[src/rtl/spi_mcu_pkg.sv]
// spi_mcu_pkg: shared constants and FSM state type for the MCU SPI receiver
package spi_mcu_pkg;
  localparam int WORD_W_DEF = 16;
  localparam int CNT_W = $clog2(WORD_W_DEF + 2);
  typedef enum logic {IDLE, SHIFT} rx_state_t;
endpackage

[src/rtl/sync_edge.sv]
// sync_edge: multi-flop synchroniser for an async input with level and rise/fall pulses
module sync_edge #(
  parameter int SYNC_STAGES = 2,
  parameter logic RST_VAL = 1'b0
) (
  input  logic clk,
  input  logic rst,
  input  logic a,
  output logic lvl,
  output logic rise,
  output logic fall
);
  logic [SYNC_STAGES-1:0] s;
  logic d;
  always_ff @(posedge clk or negedge rst) begin
    if (!rst) begin
      s <= {SYNC_STAGES{RST_VAL}};
      d <= RST_VAL;
    end else begin
      s <= {s[SYNC_STAGES-2:0], a};
      d <= s[SYNC_STAGES-1];
    end
  end
  assign lvl = s[SYNC_STAGES-1];
  assign rise = lvl & ~d;
  assign fall = ~lvl & d;
endmodule

[src/rtl/spi_mcu_rx.sv]
// spi_mcu_rx: oversampled mode-0 SPI slave receiver producing one word per good frame.
// Optional msck glitch filter enabled by defining SPI_MCU_RX_GLITCH_FILTER_EN.
module spi_mcu_rx
  import spi_mcu_pkg::*;
#(
  parameter int WORD_W = WORD_W_DEF,
  parameter int SYNC_STAGES = 2
) (
  input  logic              clk,
  input  logic              rst,
  input  logic              msck,
  input  logic              mCS,
  input  logic              msdi,
  output logic [WORD_W-1:0] word_out,
  output logic              word_valid,
  output logic              frame_err
);
  localparam int CW = $clog2(WORD_W + 2);
  logic sck_lvl, sck_re, sck_rise, cs_lvl, cs_rise, cs_fall, sdi;
  rx_state_t state, state_d;
  logic [WORD_W-1:0] shreg;
  logic [CW-1:0] cnt;
  logic [SYNC_STAGES:0] rdy;
  logic armed, start, fin, shift_en, pend, ok;
  sync_edge #(.SYNC_STAGES(SYNC_STAGES), .RST_VAL(1'b0)) u_sck (
    .clk(clk), .rst(rst), .a(msck), .lvl(sck_lvl), .rise(sck_re), .fall()
  );
  sync_edge #(.SYNC_STAGES(SYNC_STAGES), .RST_VAL(1'b1)) u_cs (
    .clk(clk), .rst(rst), .a(mCS), .lvl(cs_lvl), .rise(cs_rise), .fall(cs_fall)
  );
  sync_edge #(.SYNC_STAGES(SYNC_STAGES), .RST_VAL(1'b0)) u_sdi (
    .clk(clk), .rst(rst), .a(msdi), .lvl(sdi), .rise(), .fall()
  );
`ifdef SPI_MCU_RX_GLITCH_FILTER_EN
  logic sck_h, sck_f;
  always_ff @(posedge clk or negedge rst) begin
    if (!rst) begin
      sck_h <= 1'b0;
      sck_f <= 1'b0;
    end else begin
      sck_h <= sck_lvl;
      if (sck_lvl == sck_h) sck_f <= sck_lvl;
    end
  end
  assign sck_rise = sck_lvl & sck_h & ~sck_f & (sck_re | ~sck_re);
`else
  assign sck_rise = sck_re;
`endif
  // chip select must be seen high after reset before a falling edge can open a frame
  always_ff @(posedge clk or negedge rst) begin
    if (!rst) begin
      rdy <= '0;
      armed <= 1'b0;
    end else begin
      rdy <= {rdy[SYNC_STAGES-1:0], 1'b1};
      armed <= armed | (rdy[SYNC_STAGES] & cs_lvl);
    end
  end
  always_ff @(posedge clk or negedge rst) begin
    if (!rst) state <= IDLE;
    else state <= state_d;
  end
  always_comb begin
    start = (state == IDLE) & cs_fall & armed;
    fin = (state == SHIFT) & cs_rise;
    shift_en = (state == SHIFT) & sck_rise & ~cs_rise;
    state_d = start ? SHIFT : fin ? IDLE : state;
  end
  always_ff @(posedge clk or negedge rst) begin
    if (!rst) begin
      shreg <= '0;
      cnt <= '0;
    end else if (start) begin
      shreg <= '0;
      cnt <= '0;
    end else if (shift_en) begin
      shreg <= {shreg[WORD_W-2:0], sdi};
      cnt <= (cnt == CW'(WORD_W + 1)) ? cnt : cnt + 1'b1;
    end
  end
  always_ff @(posedge clk or negedge rst) begin
    if (!rst) begin
      pend <= 1'b0;
      ok <= 1'b0;
      word_out <= '0;
      word_valid <= 1'b0;
      frame_err <= 1'b0;
    end else begin
      pend <= fin;
      ok <= cnt == CW'(WORD_W);
      word_valid <= pend & ok;
      frame_err <= pend & ~ok;
      if (pend & ok) word_out <= shreg;
    end
  end
endmodule

[config.mk]
export PLATFORM = sky130hd
export DESIGN_NAME = spi_mcu_rx
export DESIGN_NICKNAME = d
export VERILOG_FILES = /design/src/rtl/spi_mcu_pkg.sv /design/src/rtl/sync_edge.sv /design/src/rtl/spi_mcu_rx.sv
export SDC_FILE = /design/constraint.sdc
export NUM_CORES = 1
export LEC_CHECK = 0
export ABC_AREA = 1
export BUFFER_PORTS_ARGS = -buffer_cell sky130_fd_sc_hd__buf_4
export CAP_MARGIN = 20
export CORE_MARGIN = 2
export CORE_UTILIZATION = 37
export CTS_BUF_LIST = sky130_fd_sc_hd__clkbuf_16
export DETAILED_ROUTE_END_ITERATION = 8
export PLACE_DENSITY_LB_ADDON = 0.2
export SLEW_MARGIN = 10
export SYNTH_ARGS = -nofsm -noshare
export SYNTH_HDL_FRONTEND = slang
export SYNTH_SLANG_ARGS = --single-unit
[constraint.sdc]
create_clock -name clk -period 2.24 [get_ports clk]
set_input_delay 0 -clock clk [delete_from_list [all_inputs] [get_ports clk]]
set_output_delay 0 -clock clk [all_outputs]
set_load 0.02 [all_outputs]
# Yosys cells after proc, flatten, opt, wreduce, memory -nomap -nowiden
# Cells that the tools add are included.
totals:
  ff_bits: 54
  latchBits: 0
  ram_bits: 0
  romBits: 0
  out_inout_bits: 18
  memories: 0
op_classes:
  addsub: 1
  n_mul: 0
  div: 0
  magnitude_cmp: 0
  n_eq_ne: 3
  n_shift: 0
  n_mux: 7
  n_bitwise: 18
  reduce_logical: 3
op_table:
  columns: ["cell", "n"]
  rows:
  - ["16-bit two-way mux", 2]
  - ["5-bit two-way mux", 3]
  - ["1-bit AND", 11]
  - ["5-bit == test, second input constant", 2]
  - ["1-bit NOT", 6]
  - ["5-bit by 1-bit adder with 5-bit output, second input constant", 1]
  - ["2-bit nonzero test", 2]
  - ["1-bit two-way mux", 2]
  - ["2-bit inequality test, second input constant", 1]
  - ["2-bit AND reduction", 1]
  - ["1-bit OR", 1]

# Depth between registers and ports, before layout
# Gate-level depths: netlist (run 1).
logic_depth:
  depth_word: 6
  depth_mapped: 7
  ltp_nobuf: 7

# By module
# From an unflattened synthesis (run 1), not the netlist that was laid out.
hier_totals:
  hier_cells: 194
  hier_area_um2: 2150.8
modules_own_cells:
  columns: ["module", "instances", "cells_per_inst", "area_per_inst_um2"]
  rows:
  - ["spi_mcu_rx", 1, 173, 1876.8]
  - ["sync_edge at u_sck ...", 2, 7, 90.1]
  - ["sync_edge at u_cs", 1, 7, 93.8]

# Worst setup path after synthesis (run 1)
# Ideal clock, no wire load.
synth_path:
  kind: "flip-flop to flip-flop"
  from: "register u_cs.d"
  to: "register shreg[12]"
  setup_time_ns: 0.074
  arrival_ns: 1.100
  t_required_ns: 2.166
  path_slack_ns: 1.066
  path_stages_with_launch: 8
  n_path_buf: 1
  path_cell_list: "dfstp_2 inv_1 nand2_2 inv_2 nor2_4 buf_6 nand3_1 o21ai_2"
synth_via:
  elab_chain_len: 5
  word_cells_on_any_way: 9
  cone_classes: "mux (1); bitwise (7); reduce/logical (1)"
synth_lines:
  columns: ["item", "line", "text"]
  rows:
  - ["start, declared", "sync_edge.sv:14", "logic d;"]
  - ["start signal, assigned", "sync_edge.sv:21", "d <= s[SYNC_STAGES-1];"]
  - ["1-bit NOT", "sync_edge.sv:25", "assign rise = lvl & ~d;"]
  - ["1-bit AND", "sync_edge.sv:25", null]
  - ["1-bit NOT", "spi_mcu_rx.sv:66", "shift_en = (state == SHIFT) & sck_rise & ~cs_rise;"]
  - ["1-bit AND", "spi_mcu_rx.sv:66", null]
  - ["2-bit nonzero test (no source line)", null, null]
  - ["end signal, assigned", "spi_mcu_rx.sv:77", "shreg <= {shreg[WORD_W-2:0], sdi};"]
  - ["end, declared", "spi_mcu_rx.sv:21", "logic [WORD_W-1:0] shreg;"]
# Parallel ways exist; a longest one is shown, timed or not.
# A chain may end at the register's enable or synchronous reset.

# Worst setup path after layout (run 1)
layout_path:
  from: "register u_cs.d"
  to: "register cnt[4]"
layout_via:
  elab_chain_len: 6
  word_cells_on_any_way: 11
  cone_classes: "eq/ne (1); mux (1); bitwise (7); reduce/logical (2)"
layout_lines:
  columns: ["item", "line", "text"]
  rows:
  - ["branches (longest 6 deep; another with 2-bit inequality test)", null, null]
  - ["end signal, assigned", "spi_mcu_rx.sv:78", "cnt <= (cnt == CW'(WORD_W + 1)) ? cnt : cnt + 1'b1;"]
  - ["end, declared", "spi_mcu_rx.sv:22", "logic [CW-1:0] cnt;"]
# Several ways; the timed one is not identified.

==> impl_metrics.yaml, run 1 <==
logic_synthesis:
  yosysUniqueCellTypes: 22
  yosys-top-cells-area: "dfrtp_1, nand2_1, nand3_1, inv_1, o21ai_2"
  yosys.area.top_type: "dfrtp_1"
  synth_cells: 212
  avgSynthCellArea_um2: 10.1
  ys_ff_latch: 54
  syn_nets: 220
  synth-seq-area-share_pct: 63.1
  yosys_warnings: 0
  synth_top_area_share_pct: 59.4
  syn_area_mm2: 0.00215
critical_path:
  critPathMaxStageDelay_ns: 0.53
  crit_path_end_kind: "flop"
  crit_buf_inv: 2
  critical_path.top_delay_family: "simple AND/OR/NAND/NOR gates"
  start_kind: "flop"
  crit_slowest_cell: "dfstp_2"
  critPathArrivalTime_ns: 1.70
  cp_common_cell: "nand2_1"
  path_class: "flop to flop"
  crit_fanout: 18
  crit_chain: "inv_1 -> nand2_2 -> inv_2 -> nor2_4 -> nand2_1 -> nand3_1 -> nand2_1"
  cp.required_ns: 2.42
grt:
  grt-ovfl-total: 0
  antenna_found_initial: 0
  grt_pass1_wl_um: 6440
  grt_max_degree: 55
  grt_pass1_vias: 1358
  top_usage_layer: "met2"
  grt_util_met2_pct: 20.7
  grt_use_met3_pct: 3.37
  grt_usage_pct: 13.1
  grt_util_met1_pct: 17.5
cells_and_area:
  layout.nets: 250
  final_common_cell: "nand2_1"
  final_cell_mix: "nand2_1, dfrtp_1, buf_4"
  antenna_cells: 0
  area_growth_pct: 19.2
  final_util_pct: 45.9
  multi_input_area_um2: 637
  stdcell_area_mm2: 0.00256
  ff_latch_area_mm2: 0.00136
  final_cells: 315
  drive_above_1_share_pct: 22.2
  final.fill_count: 550
power:
  ir_worst_vdd_mv: 0.438
  finalPower_mw: 1.95
  p_leak_nw: 1.29
  powerDensity_mw_per_mm2: 762
timing:
  min_period_ns: 1.52
  tightest_slew_ns: 0.669
  slew_viol_final: 0
  fmax_ghz: 0.656
  clock_skew_ns: 0.00870
  setup_ws_ns: 0.715
  period_share_pct: 68.1
  slew_headroom_pct: 55.4
  rsz0062_at_grt: "false"
  setup_viol: 0
  whs_ns: 0.293
  hold_viol_final: 0
  tns_ns: 0
clock_tree:
  cts.sinks: 54
  post_cts_buffers: 0
  clock_latency_ns: 0.29
  hold_buffers: 4
  cts-root-buf: "clkbuf_16"
  cts_tree: "yes"
  cts_max_path_buffers: 2
  ctsResizeCount: 0
  numCtsBuffers: 5
  h-tree-depth: 2
  clk_pin_slew_ns: 0.07
floorplanning:
  rows: 27
  dieWidth_um: 80.2
  initial_utilization_pct: 38.5
  dieArea_mm2: 0.00643
  fp.coreArea_mm2: 0.00557
  fp.dieH_um: 80.2
  io_pins: 23
outcome:
  run_status: "finished clean"
place:
  portBuffers: 22
  hpwl_um: 2430
  place_ws_ns: 0.772
  place_area_mm2: 0.00237
  dp.cells: 303
  finalWeightedCongestion: 0.700
drt:
  ant_nets: 0
  vias: 1417
  drc: 0
  vias_per_cell: 4.50
  initialDrtViolationCount: 88
  wl_um: 3700
  first_pass_iters: 4
  routedWlPerCell_um: 11.7
hold_path:
  hold_class: "input pin to asynchronous set/reset pin"
job:
  cap_violations: 0
## power by group
group / internal, mW / total, mW / switching, mW
logic: 0.0445 / 0.139 / 0.0948
registers: 1.01 / 1.04 / 0.0305
clock network: 0.418 / 0.771 / 0.353
## cell usage after synthesis
cell type   n
o21ai_0    13
inv_2       1
nand4_2     1
xor2_1      1
buf_6       3
o21ai_2    10
nand2_2     2
nor2_4      1
dfrtp_1    51
a21o_1      1
nor2_2      1
ha_1        3
nand3_2     1
nand2_1    57
conb_1      1
inv_1      24
clkbuf_8    1
nor2_1      9
dfstp_2     3
nand3_1    24
buf_2       3
nand4_1     1
## flip-flops by register name, indices dropped and copies added, names as in the netlist, 2 cells and up
signal / count
cnt: 5
rdy: 3
shreg: 16
u_cs.s: 2
u_sck.s: 2
u_sdi.s: 2
word_out: 16
## cell type report
class	instances	area share (%)
clock buffers	5	4.89
clock inverters	3	0.929
inverters	25	3.67
multi-input cells	126	24.9
flip-flops and latches	54	52.9
well taps	72	3.52
repair buffers	30	9.19
## kinds of logic after synthesis
kind of cell	after synthesis	synth area share, %
flip-flops	54	63.1
AO/OA/AOI/OAI	24	7.45
other	1	0.175
buffers and inverters	32	7.28
AND/OR/NAND/NOR	97	19.9
adder cells (fa/ha/maj)	3	1.75
XOR/XNOR	1	0.408
## layer usage
metal | up-vias | routed length (um)
li1 | 721 | -
met1 | 668 | 1780
met2 | 26 | 1730
met3 | 2 | 158
met4 | 0 | 28
met5 | - | 0
## final timing paths
path                            start          end  slack [ns]  cells after the start
setup / recovery               u_cs.d       cnt[4]        0.72                      7
hold / removal                    rst  word_out[9]        0.29                      2
setup reg to reg               u_cs.d       cnt[4]        0.72                      7
hold reg to reg            u_sck.s[0]   u_sck.s[1]        0.35                      0
max in group asynchronous         rst       cnt[3]        1.50                      2
min in group clk           u_sck.s[0]   u_sck.s[1]        0.35                      0
Power figures use the tool's default switching activity.
==> run 2, diff against run 1 <==
clock period = 1.4 ns   (was 2.24 ns; I/O delays follow)
==> impl_metrics.yaml, run 2 (same netlist as run 1, synthesis figures left out) <==
timing:
  slew_headroom_pct: 55.7
  tns_ns: 0
  min_period_ns: 1.26
  period_share_pct: 90.2
  tightest_slew_ns: 0.665
  rsz0062_at_grt: "false"
  fmax_ghz: 0.792
  slew_viol_final: 0
  setup_ws_ns: 0.137
  hold_viol_final: 0
  clock_skew_ns: 0.00806
  whs_ns: 0.294
  setup_viol: 0
power:
  powerDensity_mw_per_mm2: 1260
  ir_worst_vdd_mv: 0.713
  p_leak_nw: 1.33
  finalPower_mw: 3.32
floorplanning:
  io_pins: 23
  rows: 27
  dieWidth_um: 80.2
  fp.coreArea_mm2: 0.00557
  fp.dieH_um: 80.2
  dieArea_mm2: 0.00643
  initial_utilization_pct: 38.5
job:
  cap_violations: 0
critical_path:
  critical_path.top_delay_family: "flip-flops"
  crit_slowest_cell: "dfstp_2"
  crit_path_end_kind: "flop"
  r2r_start: "u_cs.d"
  cp_num_cells: 7
  crit_fanout: 7
  endpoint: "shreg[4]"
  cp.required_ns: 1.58
  crit_buf_inv: 2
  critPathMaxStageDelay_ns: 0.53
  start_kind: "flop"
  rrSetupSlack_ns: 0.14
  path_class: "flop to flop"
  crit_chain: "inv_1 -> nand2_2 -> nand3_1 -> nand2_1 -> inv_1 -> nand2_1 -> nand2_1"
  cp_common_cell: "nand2_1"
  crit_start: "u_cs.d"
  r2r-end: "shreg[4]"
  critPathArrivalTime_ns: 1.44
  worstRegToRegCells: 7
place:
  dp.cells: 306
  finalWeightedCongestion: 0.763
  place_area_mm2: 0.00242
  portBuffers: 22
  hpwl_um: 2500
  place_ws_ns: 0.126
drt:
  ant_nets: 0
  wl_um: 3710
  vias_per_cell: 4.46
  drc: 0
  initialDrtViolationCount: 104
  vias: 1417
  routedWlPerCell_um: 11.7
  first_pass_iters: 4
grt:
  grt_max_degree: 55
  grt-ovfl-total: 0
  antenna_found_initial: 0
  grt_pass1_vias: 1406
  grt_pass1_wl_um: 6530
  grt_usage_pct: 13.4
cells_and_area:
  final_cells: 318
  final_util_pct: 47.2
  layout.nets: 253
  drive_above_1_share_pct: 23.2
  stdcell_area_mm2: 0.00263
  final_cell_mix: "nand2_1, dfrtp_1, buf_4"
  largest_registers: "shreg: 16 flops, word_out: 16 flops, cnt: 5 flops"
  final_common_cell: "nand2_1"
  antenna_cells: 0
  area_growth_pct: 22.5
hold_path:
  hold_class: "input pin to asynchronous set/reset pin"
clock_tree:
  cts-root-buf: "clkbuf_16"
  clk_pin_slew_ns: 0.07
  cts_max_path_buffers: 2
  post_cts_buffers: 0
  cts_tree: "yes"
  cts.sinks: 54
  h-tree-depth: 2
  clock_latency_ns: 0.29
  numCtsBuffers: 5
outcome:
  run_status: "finished clean"
run 2: routing by layer:
| layer | global-route usage, % | wire (um) |
|---|---|---|
| met2 | 21.2 | 1730 |
| met5 | 0 | 0 |
| met4 | 5.59 | 44 |
| met1 | 17.6 | 1800 |
| met3 | 3.03 | 126 |
run 2: power breakdown:
group | leakage, nW | total [mW] | switching (mW) | internal, mW
clock | 0.0819 | 1.41 | 0.559 | 0.856
sequential | 0.716 | 1.66 | 0.0461 | 1.62
combinational | 0.528 | 0.241 | 0.152 | 0.0890
total | 1.33 | 3.32 | 0.757 | 2.56
run 2: worst min-delay path by stage:
stage	end	from	cells after the start
floorplan	armed	rst	0
global placement	word_out[9]	rst	1
detailed placement	word_out[8]	rst	1
CTS	word_out[8]	rst	2
global route	u_cs.s[0]	mCS	2
finish	shreg[9]	rst	2
run 2: layout make-up:
| type | instances | area, um^2 |
|---|---|---|
| fillers | 540 | 2940 |
| flip-flops and latches | 54 | 1360 |
| multi-input cells | 126 | 637 |
| repair buffers | 33 | 283 |
| clock buffers | 5 | 125 |
| inverters | 25 | 93.8 |
| well taps | 72 | 90.1 |
| clock inverters | 3 | 48.8 |
run 2: worst reg2reg max path, stage by stage (launching register included):
cell and delay (ns):
dfstp_2 0.53, inv_1 0.04, nand2_2 0.07, nand3_1 0.11
nand2_1 0.14, inv_1 0.14, nand2_1 0.09, nand2_1 0.04
run 2: what timing repair did:
action	4_1_cts	5_1_grt
resized for setup	0	0
endpoints found under the setup margin	0	0
hold endpoints to repair	54	0
hold buffers	4	0
==> run 3, diff against run 2 <==
RECOVER_POWER = 25   (was unset)
==> impl_metrics.yaml, run 3 (same netlist as run 1, synthesis figures left out) <==
outcome:
  run_status: "finished clean"
clock_tree:
  h-tree-depth: 2
  post_cts_buffers: 0
  cts-root-buf: "clkbuf_16"
  cts.sinks: 54
  clock_latency_ns: 0.29
  clk_pin_slew_ns: 0.07
  numCtsBuffers: 5
  cts_tree: "yes"
  cts_max_path_buffers: 2
cells_and_area:
  antenna_cells: 0
  largest_registers: "shreg: 16 flops, word_out: 16 flops, cnt: 5 flops"
  area_growth_pct: 19.9
  drive_above_1_share_pct: 17.1
  layout.nets: 253
  final_util_pct: 46.2
  final_cell_mix: "nand2_1, dfrtp_1, inv_1, nand3_1, clkbuf_1"
  final_common_cell: "nand2_1"
timing:
  clock_skew_ns: 0.00806
  tightest_slew_ns: 0.721
  setup_viol: 0
  tns_ns: 0
  hold_viol_final: 0
  min_period_ns: 1.26
  fmax_ghz: 0.792
  slew_viol_final: 0
  slew_headroom_pct: 52.0
  period_share_pct: 90.2
  rsz0062_at_grt: "false"
drt:
  ant_nets: 0
  initialDrtViolationCount: 87
  drc: 0
  wl_um: 3730
  vias_per_cell: 4.45
  routedWlPerCell_um: 11.7
  first_pass_iters: 4
  vias: 1414
critical_path:
  critPathArrivalTime_ns: 1.44
  crit_path_end_kind: "flop"
  r2r-end: "shreg[4]"
  crit_fanout: 7
  rrSetupSlack_ns: 0.14
  r2r_start: "u_cs.d"
  worstRegToRegCells: 7
  path_class: "flop to flop"
  cp.required_ns: 1.58
  start_kind: "flop"
place:
  portBuffers: 22
  hpwl_um: 2500
  finalWeightedCongestion: 0.763
floorplanning:
  io_pins: 23
  dieWidth_um: 80.2
  dieArea_mm2: 0.00643
  initial_utilization_pct: 38.5
  rows: 27
  fp.coreArea_mm2: 0.00557
  fp.dieH_um: 80.2
grt:
  grt_pass1_wl_um: 6530
  grt_usage_pct: 13.4
  grt_pass1_vias: 1406
  grt-ovfl-total: 0
  grt_max_degree: 55
  antenna_found_initial: 0
power:
  powerDensity_mw_per_mm2: 1290
  p_leak_nw: 1.26
  ir_worst_vdd_mv: 0.713
  finalPower_mw: 3.32
job:
  cap_violations: 0
hold_path:
  hold_class: "input pin to asynchronous set/reset pin"
-- run 3: worst max path at each step --
stage | to | slack [ns] | cells after the start | from
3_3_place_gp | cnt[2] | 0.15 | 7 | u_cs.d
4_1_cts | shreg[4] | 0.12 | 7 | u_cs.d
2_1_floorplan | shreg[12] | 0.23 | 7 | u_cs.d
3_5_place_dp | cnt[2] | 0.13 | 7 | u_cs.d
6_report | shreg[4] | 0.14 | 7 | u_cs.d
5_1_grt | shreg[3] | 0.03 | 7 | u_cs.d
-- run 3: stage by stage --
step           cell area, um^2  hold slack (ns)  setup slack [ns]  cells
3_5_place_dp              2420           0.0889             0.126    306
2_1_floorplan             2150           -0.296             0.226    212
5_1_grt                   2580            0.360            0.0326    318
4_1_cts                   2630            0.315             0.123    318
6_report                  2580            0.335             0.137    318
3_3_place_gp              2420           0.0897             0.148    306
-- run 3: power by group --
group	leakage (nW)	internal [mW]	switching [mW]
clock	0.0819	0.856	0.558
combinational	0.463	0.0866	0.152
sequential	0.716	1.62	0.0461
total	1.26	2.56	0.757
-- run 3: layout make-up --
class                      instances  area [um^2]
timing repair buffer              33          226
sequential                        54         1360
tap                               72         90.1
multi-input combinational        126          637
fill                             540         3000
clock buffer                       5          125
clock inverter                     3         48.8
inverter                          25         93.8
-- run 3: critical path, cell delays in order (launching register included) --
cell	delay [ns]
dfstp_2	0.53
inv_1	0.04
nand2_2	0.07
nand3_1	0.11
nand2_1	0.14
inv_1	0.14
nand2_1	0.09
nand2_1	0.04
-- run 3: routing by layer --
metal  vias up  track usage [%]  share of wire (%)
met4         0             5.59                1.2
li1        731                -                  -
met3         4             3.03                3.7
met2        20             21.2                 46
met1       659             17.6                 49
met5         -                0                  0
-- run 3: repair_timing --
| action | in CTS | in global routing |
|---|---|---|
| resized for setup | 0 | 0 |
| hold buffers | 4 | 0 |
| endpoints found under the hold margin | 54 | 0 |
